## src/rtl/acc_result_fifo.sv

```systemverilog
// acc_result_fifo: capture stage behind the add/subtract accumulator.
//
// A capture strobe samples {overflow, carry, S} as one record into a small
// first-word-fall-through FIFO. A valid/ready consumer drains the FIFO. The
// block also keeps sticky carry/overflow flags and a saturating count of
// records lost because the FIFO was full.
//
// Ports:
//   clk          system clock, rising edge
//   aclr_n       asynchronous active-low reset
//   cap          capture strobe for S/carry/overflow
//   S            accumulator result (N bits)
//   carry        accumulator carry/borrow
//   overflow     accumulator overflow
//   clr_sticky   synchronous clear of the sticky flags
//   rd_ready     consumer accepts rd_data this cycle
//   rd_valid     FIFO non-empty, rd_data is valid
//   rd_data      head record {overflow, carry, S}
//   full/empty   level == DEPTH / level == 0
//   level        number of stored records
//   sticky_ovf   set by any captured overflow
//   sticky_carry set by any captured carry
//   drop_cnt     saturating count of records dropped while full
module acc_result_fifo #(
  parameter int unsigned N     = 8,
  parameter int unsigned DEPTH = 4,
  parameter int unsigned CW    = 8
) (
  input  logic                       clk,
  input  logic                       aclr_n,
  input  logic                       cap,
  input  logic [N-1:0]               S,
  input  logic                       carry,
  input  logic                       overflow,
  input  logic                       clr_sticky,
  input  logic                       rd_ready,
  output logic                       rd_valid,
  output logic [N+1:0]               rd_data,
  output logic                       full,
  output logic                       empty,
  output logic [$clog2(DEPTH):0]     level,
  output logic                       sticky_ovf,
  output logic                       sticky_carry,
  output logic [CW-1:0]              drop_cnt
);

  localparam int unsigned AW = $clog2(DEPTH);
  localparam int unsigned LW = AW + 1;

  logic [N+1:0]  mem_q [DEPTH];
  logic [AW-1:0] wptr_q, rptr_q;
  logic [LW-1:0] level_q;
  logic          sticky_ovf_q, sticky_carry_q;
  logic [CW-1:0] drop_cnt_q;

  logic push, pop, drop;

  // Status is decoded from the level register only; pointer equality is
  // ambiguous once the pointers wrap.
  assign empty    = (level_q == '0);
  assign full     = (level_q == LW'(DEPTH));
  assign rd_valid = ~empty;
  assign level    = level_q;

  assign pop  = rd_valid & rd_ready;
  // A pop in the same cycle frees the slot, so a capture while full is kept.
  assign push = cap & (~full | pop);
  assign drop = cap & full & ~pop;

  // First-word fall-through: head comes straight from storage.
  assign rd_data = mem_q[rptr_q];

  // Storage needs no reset; its contents are ignored while empty.
  always_ff @(posedge clk) begin
    if (push) begin
      mem_q[wptr_q] <= {overflow, carry, S};
    end
  end

  always_ff @(posedge clk or negedge aclr_n) begin
    if (!aclr_n) begin
      wptr_q  <= '0;
      rptr_q  <= '0;
      level_q <= '0;
    end else begin
      if (push) wptr_q <= wptr_q + AW'(1);
      if (pop)  rptr_q <= rptr_q + AW'(1);
      if (push && !pop) begin
        level_q <= level_q + LW'(1);
      end else if (pop && !push) begin
        level_q <= level_q - LW'(1);
      end
    end
  end

  // Sticky flags: a capture in the same cycle as clr_sticky still sets them.
  // Dropped records update the flags too.
  always_ff @(posedge clk or negedge aclr_n) begin
    if (!aclr_n) begin
      sticky_ovf_q   <= 1'b0;
      sticky_carry_q <= 1'b0;
    end else if (clr_sticky) begin
      sticky_ovf_q   <= cap & overflow;
      sticky_carry_q <= cap & carry;
    end else if (cap) begin
      sticky_ovf_q   <= sticky_ovf_q | overflow;
      sticky_carry_q <= sticky_carry_q | carry;
    end
  end

  always_ff @(posedge clk or negedge aclr_n) begin
    if (!aclr_n) begin
      drop_cnt_q <= '0;
    end else if (drop && (drop_cnt_q != '1)) begin
      drop_cnt_q <= drop_cnt_q + CW'(1);
    end
  end

  assign sticky_ovf   = sticky_ovf_q;
  assign sticky_carry = sticky_carry_q;
  assign drop_cnt     = drop_cnt_q;

endmodule
```

## config.mk

```make
export PLATFORM = sky130hd
export DESIGN_NAME = acc_result_fifo
export DESIGN_NICKNAME = d
export VERILOG_FILES = /design/src/rtl/acc_result_fifo.sv
export SDC_FILE = /design/constraint.sdc
export NUM_CORES = 1
export LEC_CHECK = 0
export BUFFER_PORTS_ARGS = -buffer_cell sky130_fd_sc_hd__buf_2
export CAP_MARGIN = 30
export CORE_MARGIN = 4
export CORE_UTILIZATION = 42
export CTS_CLUSTER_SIZE = 12
export DETAILED_ROUTE_END_ITERATION = 7
export PLACE_DENSITY_LB_ADDON = 0.1
export SYNTH_ARGS = -nofsm -noshare
export SYNTH_HDL_FRONTEND = slang
export SYNTH_SLANG_ARGS = --single-unit
```

## constraint.sdc

```tcl
create_clock -name clk -period 2.15 [get_ports clk]
set_input_delay 0.1075 -clock clk [delete_from_list [all_inputs] [get_ports clk]]
set_output_delay 0.1075 -clock clk [all_outputs]
set_load 0.03 [all_outputs]
```

Word level (Yosys, flattened, before mapping). Memories as Yosys holds them, arrays and structs flattened. Index checks and enable logic that the tools add are counted.

Add/subtract/negate cells: 5. Eq/ne operators: 2. Multiplexer cells: 8. Bitwise logic cells: 12. Reduce and logical (&&, ||, !) cells: 8.

Operators with widths (number): $add A8 B1 Y8 const B (1); $ne A8 B8 Y1 const B (1); $and A1 B1 Y1 (6); $mux W1 (6); $mux W3 (2); $add A2 B1 Y2 const B (2); $reduce_bool A2 Y1 (2); $add A3 B1 Y3 const B (1); $eq A3 B3 Y1 const B (1); $logic_and A1 B1 Y1 (3); $logic_not A3 Y1 (1); $not A1 Y1 (3); $or A1 B1 Y1 (3); $sub A3 B1 Y3 const B (1); $logic_not A1 Y1 (2).

Flip-flop bits (word level): 17. RAM bits: 40. Input port bits: 15. Output and inout port bits: 26. Logic and storage cells: 42. Memories kept: 1.

Memories: mem_q (words 4, bits a word 10, rd ports 1, clocked after Yosys merged registers in 0, write ports 1, line 50) `logic [N+1:0] mem_q [DEPTH];`.

Depth between registers and ports, before layout. Gate-level depths: netlist of run 1.

Depth in word-level cells: 9. Mapped depth: 8. Gate-level depth less buffers: 8.

Worst setup path before layout of run 1. Ideal clock, no wire load.

Path kind: register to register. Start: register level_q[0], in the netlist level[0]. End: register level_q[1], in the netlist level[1]. Library setup time: 0.125 ns. Arrival: 2.253 ns. Data required time: 2.025 ns. Slack: -0.228 ns. Stages on the path, launching flop included: 7. Path buffers: 0. Period minus slack after synthesis: 2.378 ns. Path through: dfrtp_1 > nor4b_1 > nor2_1 > ha_1 > inv_1 > fa_1 > mux2_2.

Word-level cells in the longest chain between the ends: 8. Elaborated cells on any way between the ends: 16. Classes of those cells: add/sub: 2; eq/ne: 1; mux: 2; bitwise: 5; reduce/logical: 6.

RTL lines: start: declaration (line 52) `logic [LW-1:0] level_q;`; start signal: assignment (line 89) `level_q <= level_q + LW'(1);`; start signal: assignment (line 91) `level_q <= level_q - LW'(1);`; $logic_not A3 Y1 (line 60) `assign empty = (level_q == '0);`; $not A1 Y1 (line 62) `assign rd_valid = ~empty;`; $and A1 B1 Y1 (line 65) `assign pop = rd_valid & rd_ready;`; $or A1 B1 Y1 (*) (line 67) `assign push = cap & (~full | pop);`; $and A1 B1 Y1 (*) (line 67); via push (line 56) `logic push, pop, drop;`; $logic_not A1 Y1 (line 90) `end else if (pop && !push) begin`; $logic_and A1 B1 Y1 (line 90); $reduce_bool A2 Y1 (no line).

Mark *: on every way through the listed nets, which the timed path passes. The rest lies on a longest branch. The select of a mux whose other input is x is not followed. A chain may end at the register's enable or synchronous reset.

Worst setup path after layout of run 1.
Start: register level_q[1], in the netlist level[1]. End: register level_q[1], in the netlist level[1].

Same word-level chain as after synthesis.

==> impl_metrics.toml, run 1 <==
[status]
status = "finished, final reports clean"

[sta]
hold_viol = 0
fmax_mhz = 481
grt_setup_unrepaired = "false"
fin_ws_ns = 0.0718
tightest_slew_ns = 0.553
setup_viol = 0
fin_crit_ns = 2.08
fin_hold_ws_ns = 0.0365
maxSlewHeadroom_pct = 63.1
skew_ns = 0.00416
fin_crit_sh_pct = 96.7
slew_viol_final = 0

[die]
die_w_um = 83.5
ios = 41
core_area_um2 = 5510
die-area_um2 = 6960
row_count = 27
die_y_um = 83.5
start_util_pct = 43.4

[route]
wl_per_cell_um = 16.4
drt_iter0_drc = 49
first_pass_iters = 4
drc = 0
post_drt_via_cell_ratio = 5.07
finalWirelength_um = 4630
num_vias = 1436
ant_nets = 0

[clock_network]
cts_root_buffer = "clkbuf_8"
cts_buffers = 9
cts_tree = "yes"
clock_path_buffers = 2
clkSinkCount = 57
clk_latency_ns = 0.32
cts_max_level = 3
cts.clk_slew.worst_paths_ns = 0.06

[placement]
hpwl_um = 3100
portBuffers = 40
place_ws_ns = -0.00146
placed_area_um2 = 2710
place_congestion = 0.808

[worst_setup_path]
cp_slowest_cell = "dfrtp_2"
cp-end-kind = "flip-flop"
crit_required_ns = 2.36
cp_cell_sequence = "buf_4, nor4b_4, nor2_2, ha_4, inv_1, fa_2, mux2_2"
cpPeakStageDelay_ns = 0.43
crit_type = "reg -> reg"
critPathMaxFanout = 5
critPathLaunchType = "flip-flop"
critPathArrivalTime_ns = 2.28

[layout]
drive_above_1_share_pct = 41.2
area_growth_pct = 28.2
multiInputGateArea_um2 = 754
post-route-util_pct = 55.7
final_nets = 228
ff_latch_area_um2 = 1630
nFillCells = 442
antenna_cells = 0
stdcell_area_um2 = 3070

[global_route]
grt_pass1_wl_um = 7750
track_usage_pct = 14.5
met2_usage_pct = 25.0
grt-busiest-layer = "met2"
grt_max_degree = 18
first_global_vias = 1638
use_met3_pct = 3.75
grt_overflow_total = 0
grtUsageMet1_pct = 16.1
antenna_found_initial = 0

[pwr]
vdd_drop_max_mv = 1.08
p_switching_mw = 1.46
pwr-share-seq_pct = 39.5
power_density_nw_per_um2 = 1330
pwr-share-clk_pct = 22.0
share_comb_of_total_power_pct = 38.5
p_leak_nw = 1.24
internal-power_mw = 2.63
switching_share_pct = 35.8
p_total_mw = 4.09

[logic_synthesis]
synth.top_cell.area_share_pct = 50.2
syn-cell-area_um2 = 2390
ys_seq_elements = 57
synth_commonest_cells = "40 x edfxtp_1, 17 x dfrtp_1, 10 x mux4_2"
yosysMostFrequentCell = "edfxtp_1"
synth_cell_types = 36
ys.warnings.count = 0
synth_edf_count = 40
ys.flop_type = "edfxtp_1"
synth.area.top_cells = "edfxtp_1 50%, dfrtp_1 18%, mux4_2 9.4%"
yosysTopAreaCell = "edfxtp_1"
ys_seq_area_share_pct = 68.0
syn_nets = 160
synthCells = 138
synthArstFlopShare_pct = 29.8
syn_area_per_cell_um2 = 17.3

[run]
cap_violations = 0

[hold_path]
hp-class = "in -> reg"
## logic make-up after synthesis
| family | after synthesis | synth area share (%) |
|---|---|---|
| fa+ha+maj | 7 | 3.98 |
| xor+xnor | 8 | 2.93 |
| buf+inv | 12 | 2.09 |
| compound gates | 11 | 4.29 |
| simple gates | 29 | 7.38 |
| flops | 57 | 68.0 |
| mux | 14 | 11.3 |
## worst max-delay path: cells and delay by family (launching register included)
kind	cells	cell delay, ns
simple gates	2	0.42
buf+inv	2	0.22
mux	1	0.27
fa+ha+maj	2	0.61
flops	1	0.43
## layer usage
layer  routed length [um]  up-vias
met5                    0        -
met4                   40        0
met3                  300        4
met2                 2480       45
met1                 1810      717
li1                     -      670
## flip-flops by register name (all words and copies together) (netlist names)
register / cells
level: 3
wptr_q: 2
rptr_q: 2
sticky_ovf: 1
drop_cnt: 8
sticky_carry: 1
mem_q: 40
## through the flow
stage	setup TNS, ns	instances
after global placement	0	249
final	0	283
after detailed placement	-0.00146	249
after global routing	0	283
after CTS	0	276
after floorplan	0	138
## path summary, 6_finish.rpt
kind | from | endpoint | slack (ns) | cells past startpoint
worst max-delay path | level[1] | level[1] | 0.07 | 7
worst min-delay path | overflow | mem_q[2][9] | 0.04 | 1
worst max register to register | level[1] | level[1] | 0.07 | 7
worst min register to register | rptr_q[0] | rptr_q[0] | 0.51 | 1
max in group asynchronous | aclr_n | level[1] | 1.61 | 2
min in group asynchronous | aclr_n | drop_cnt[3] | 0.24 | 2
## layout make-up
class                           instances  share of cell area [%]
Clock inverter                          5                    1.51
Sequential cell                        57                    53.2
Tap cell                               72                    2.94
Multi-Input combinational cell         69                    24.6
Clock buffer                           11                    4.29
Timing Repair Buffer                   61                    12.5
Inverter                                8                   0.980
## cells in the final DEF, fill, tap and decap left out, types with 2 or more instances in the layout
| master | instances |
|---|---|
| clkbuf_8 | 9 |
| dfrtp_1 | 14 |
| nand3_1 | 3 |
| inv_1 | 8 |
| mux4_2 | 10 |
| buf_4 | 11 |
| nand4_1 | 3 |
| mux2_2 | 3 |
| nand2_1 | 7 |
| buf_2 | 40 |
| clkbuf_1 | 2 |
| dfrtp_2 | 3 |
| xnor2_1 | 5 |
| edfxtp_1 | 40 |
| xor2_1 | 3 |
| and3_1 | 4 |
| dlygate4sd3_1 | 10 |
| clkinv_1 | 3 |
| o21ai_0 | 3 |
| ha_1 | 5 |
## power groups by stage
| stage | registers, mW | clock network (mW) | logic [mW] |
|---|---|---|---|
| after detailed placement | 1.67 | 0 | 1.42 |
| final | 1.62 | 0.899 | 1.57 |
| after CTS | 1.64 | 0.931 | 1.46 |
| after global routing | 1.65 | 0.987 | 1.70 |
| after global placement | 1.64 | 0 | 1.38 |
| after floorplan | 1.70 | 0 | 0.964 |
## what timing repair did
item / 4_1_cts / 5_1_grt
buffers inserted: 1 / 7
gates cloned: 0 / 0
resized for setup: 1 / 4
endpoints found under the setup margin: 1 / 1
hold buffers: 10 / 0
hold endpoints to repair: 51 / 0
pin swaps: 0 / 2
Power figures use the tool's default switching activity.
==> run 2: changes to the inputs <==
--- a/config.mk
+++ b/config.mk
@@ -7,8 +7,10 @@
 export LEC_CHECK = 0
 export BUFFER_PORTS_ARGS = -buffer_cell sky130_fd_sc_hd__buf_2
 export CAP_MARGIN = 30
+export CELL_PAD_IN_SITES_DETAIL_PLACEMENT = 0
+export CELL_PAD_IN_SITES_GLOBAL_PLACEMENT = 2
 export CORE_MARGIN = 4
-export CORE_UTILIZATION = 42
+export CORE_UTILIZATION = 36
 export CTS_CLUSTER_SIZE = 12
 export DETAILED_ROUTE_END_ITERATION = 7
 export PLACE_DENSITY_LB_ADDON = 0.1
==> impl_metrics.toml, run 2 (synthesis results as in run 1) <==
[layout]
antenna_cells = 0
final_cell_mix = "40 x buf_2, 40 x edfxtp_1, 14 x dfrtp_1"
final_nets = 227
largest_register = "mem_q"
nFillCells = 565
area_growth_pct = 28.5
drive_above_1_share_pct = 41.4
largest_reg_flops = 40

[clock_network]
cts_max_level = 3
clock_path_buffers = 2
cts.clk_slew.worst_paths_ns = 0.06
cts_buffers = 9
clkSinkCount = 57
cts_root_buffer = "clkbuf_8"
cts_tree = "yes"
clk_latency_ns = 0.32

[sta]
skew_ns = 0.00284
setup_viol = 0
fin_ws_ns = 0.123
fin_crit_ns = 2.03
fmax_mhz = 493
fin_crit_sh_pct = 94.3
hold_viol = 0
setup_tns_ns = 0
grt_setup_unrepaired = "false"
slew_viol_final = 0
tightest_slew_ns = 0.590
maxSlewHeadroom_pct = 60.6

[placement]
portBuffers = 40
hpwl_um = 3130
place_congestion = 0.793
place_ws_ns = 0.0421

[die]
core_area_um2 = 6390
ios = 41
start_util_pct = 37.4
die_w_um = 89.5
die-area_um2 = 8010
row_count = 29
die_y_um = 89.5

[worst_setup_path]
critPathLaunchType = "flip-flop"
crit_required_ns = 2.39
crit_type = "reg -> reg"
critPathMaxFanout = 4
critPathArrivalTime_ns = 2.26
cp-end-kind = "flip-flop"

[pwr]
p_leak_nw = 1.24
power_density_nw_per_um2 = 1330
vdd_drop_max_mv = 0.701

[route]
num_vias = 1403
finalWirelength_um = 4490
drt_iter0_drc = 38
wl_per_cell_um = 15.7
first_pass_iters = 4
drc = 0
ant_nets = 0
post_drt_via_cell_ratio = 4.89

[global_route]
grt_overflow_total = 0
grt_pass1_wl_um = 7370
antenna_found_initial = 0
grt_max_degree = 18
track_usage_pct = 12.8
first_global_vias = 1513

[run]
cap_violations = 0

[status]
status = "finished, final reports clean"

[hold_path]
hp-class = "in -> reg"
## run 2: cell types whose count changed in the layout (fill, tap and decap cells not counted), sizes merged
cell | before | now
clkbuf | 11 | 13
buf | 51 | 50
clkinv | 4 | 2
## run 2: per-stage QoR
stage	cells	power, mW	hold WS (ns)	utilization, %	instance area [um^2]
after CTS	281	4.07	0.00769	47.1	3010
after global routing	287	4.36	0.0201	48.1	3070
after global placement	255	3.05	0.0612	42.6	2720
after detailed placement	255	3.08	0.0628	42.6	2720
after floorplan	138	2.66	-0.188	-	2410
final	287	4.08	0.0260	48.1	3070
## run 2: worst paths after layout
path | start | to | slack [ns] | cells after the start
hold reg to reg | rptr_q[0] | rptr_q[0] | 0.50 | 1
min in group asynchronous | aclr_n | drop_cnt[0] | 0.24 | 2
hold / removal | S[3] | mem_q[0][3] | 0.03 | 1
setup / recovery | level[2] | level[2] | 0.12 | 8
setup reg to reg | level[2] | level[2] | 0.12 | 8
max in group asynchronous | aclr_n | level[2] | 1.60 | 2
## run 2: per-layer routing
metal / wire (um) / track usage, % / up-vias
met2: 2290 / 21.6 / 31
met5: 0 / 0 / -
li1: - / - / 670
met3: 174 / 3.23 / 9
met1: 1930 / 14.8 / 693
met4: 99 / 7.31 / 0
## run 2: power by group
part / internal (mW) / switching (mW)
registers: 1.45 / 0.160
clock network: 0.564 / 0.380
logic: 0.635 / 0.893
total: 2.64 / 1.43
## run 2: repair_timing
action / in CTS / in global routing
setup endpoints to repair: 0 / 2
hold endpoints to repair: 50 / 0
setup buffers: 0 / 6
hold buffers: 10 / 0
resized for setup: 0 / 4
## run 2: final cells by class
cell class	count	area [um^2]	share of cell area, %
Multi-Input combinational cell	69	752	24.5
Timing Repair Buffer	60	375	12.2
Clock buffer	13	149	4.85
Tap cell	77	96.3	3.14
Sequential cell	57	1630	53.1
Clock inverter	3	40.0	1.30
Inverter	8	30.0	0.977
## run 2: critical path: stages, from the launching register on
cell and delay (ns):
dfrtp_2 0.43, or3_4 0.41, nand2_2 0.11, ha_4 0.14
inv_1 0.05, fa_1 0.37, xor2_1 0.15, nor2_1 0.13
xor2_1 0.16
==> run 3: changes to the inputs <==
--- a/config.mk
+++ b/config.mk
@@ -9,6 +9,7 @@
 export CAP_MARGIN = 30
 export CELL_PAD_IN_SITES_DETAIL_PLACEMENT = 0
 export CELL_PAD_IN_SITES_GLOBAL_PLACEMENT = 2
+export CORE_ASPECT_RATIO = 2
 export CORE_MARGIN = 4
 export CORE_UTILIZATION = 36
 export CTS_CLUSTER_SIZE = 12
==> constraint.sdc (replaced) <==
create_clock -name clk -period 2.15 [get_ports clk]
set_input_delay 0.3225 -clock clk [delete_from_list [all_inputs] [get_ports clk]]
set_output_delay 0.3225 -clock clk [all_outputs]
set_load 0.03 [all_outputs]
==> impl_metrics.toml, run 3 (synthesis results as in run 1) <==
[status]
status = "finished, final reports clean"

[worst_setup_path]
cpPeakStageDelay_ns = 0.52
critPathArrivalTime_ns = 2.26
cp-end-kind = "flip-flop"
path_common_cell = "buf_4"
cp_cell_sequence = "buf_4, or4b_1, buf_4, nor4_4, mux2_1"
crit_required_ns = 2.35
critPathMaxFanout = 10
cp_slowest_cell = "or4b_1"
crit_type = "reg -> reg"
critPathLaunchType = "flip-flop"

[global_route]
grtUsageMet1_pct = 13.2
track_usage_pct = 13.6
use_met3_pct = 3.55
grt_overflow_total = 0
first_global_vias = 1551
grt_max_degree = 18
grt_pass1_wl_um = 7840
met2_usage_pct = 24.6
antenna_found_initial = 0
grt-busiest-layer = "met2"

[clock_network]
cts_root_buffer = "clkbuf_16"
cts.clk_slew.worst_paths_ns = 0.05
clk_latency_ns = 0.32
cts_max_level = 3
clkSinkCount = 57
clock_path_buffers = 2
cts_buffers = 9
cts_tree = "yes"

[sta]
slew_viol_final = 0
fin_crit_sh_pct = 96.2
fmax_mhz = 483
skew_ns = 0.00532
hold_viol = 0
setup_tns_ns = 0
grt_setup_unrepaired = "false"
setup_viol = 0
maxSlewHeadroom_pct = 63.0
tightest_slew_ns = 0.555
fin_crit_ns = 2.07

[die]
ios = 41
die-area_um2 = 8090
row_count = 41
start_util_pct = 37.6
core_area_um2 = 6360
die_y_um = 123
die_w_um = 65.6

[layout]
area_growth_pct = 28.3
drive_above_1_share_pct = 41.5
final_cells = 286
final_cell_mix = "40 x buf_2, 40 x edfxtp_1, 14 x dfrtp_1, 10 x mux4_2"
largest_reg_flops = 40
stdcell_area_um2 = 3070
antenna_cells = 0
largest_register = "mem_q"
nFillCells = 600
final_nets = 217

[pwr]
vdd_drop_max_mv = 0.670
power_density_nw_per_um2 = 1430
p_leak_nw = 1.23

[run]
cap_violations = 0

[hold_path]
hp-class = "in -> reg"

[placement]
placed_area_um2 = 2740
hpwl_um = 3400
dp_cells = 265
portBuffers = 40
place_congestion = 0.748

[route]
finalWirelength_um = 4730
wl_per_cell_um = 16.5
ant_nets = 0
first_pass_iters = 4
drc = 0
num_vias = 1385
drt_iter0_drc = 66
post_drt_via_cell_ratio = 4.84
==> run 3: cell count changes in the layout (fill, tap and decap cells not counted), sizes merged <==
cell / change
buf: -1
bufinv: -1
clkbuf: +2
clkinv: -1
dlygate4sd3: -9
==> run 3: area by class of cell <==
type	count	area, um^2	share of cell area [%]
tap	86	108	3.51
multi-input combinational	69	749	24.4
inverter	8	30.0	0.979
timing repair buffer	50	278	9.06
sequential	57	1630	53.2
clock buffer	15	268	8.73
clock inverter	1	3.75	0.122
==> run 3: metrics by stage <==
stage | hold WS (ns) | setup WS (ns) | util [%] | power [mW]
final | 0.210 | 0.0810 | 48.2 | 4.39
after global routing | 0.209 | 0.0103 | 48.2 | 4.64
after CTS | 0.196 | 0.0184 | 47.5 | 4.41
after detailed placement | 0.269 | 0.0471 | 43.1 | 3.12
after global placement | 0.279 | 0.121 | 43.1 | 3.05
after floorplan | 0.0269 | 0.0112 | - | 2.66
==> run 3: repair_timing <==
| item | in CTS | in global routing |
|---|---|---|
| setup endpoints to repair | 0 | 2 |
| gates resized for setup | 0 | 3 |
| endpoints found under the hold margin | 17 | 0 |
| hold buffers | 1 | 0 |
| setup buffers | 0 | 4 |
==> run 3: power by group <==
part / total, mW / internal (mW) / leakage (nW) / switching (mW)
clock: 1.27 / 0.837 / 0.132 / 0.435
sequential: 1.61 / 1.45 / 0.573 / 0.164
combinational: 1.51 / 0.613 / 0.527 / 0.892
total: 4.39 / 2.90 / 1.23 / 1.49
==> run 3: worst max-delay path, delay by kind of cell (launching register included) <==
family / cells / cell delay, ns
flip-flops: 1 / 0.44
buffers and inverters: 2 / 0.36
multiplexers: 1 / 0.34
AND/OR/NAND/NOR: 2 / 0.81
==> run 3: final timing paths <==
check                      depth (start not counted)  slack, ns        from          end
max                                                5       0.08    level[0]  drop_cnt[7]
min                                                2       0.21  clr_sticky   sticky_ovf
max reg2reg                                        5       0.08    level[0]  drop_cnt[7]
min reg2reg                                        1       0.50   rptr_q[0]    rptr_q[0]
max in group asynchronous                          2       1.38      aclr_n     level[2]
min in group asynchronous                          2       0.46      aclr_n  drop_cnt[3]
==> run 3: layer usage <==
layer / routed length (um) / up-vias
li1: - / 651
met1: 1680 / 691
met2: 2770 / 33
met3: 151 / 10
met4: 135 / 0
met5: 0 / -
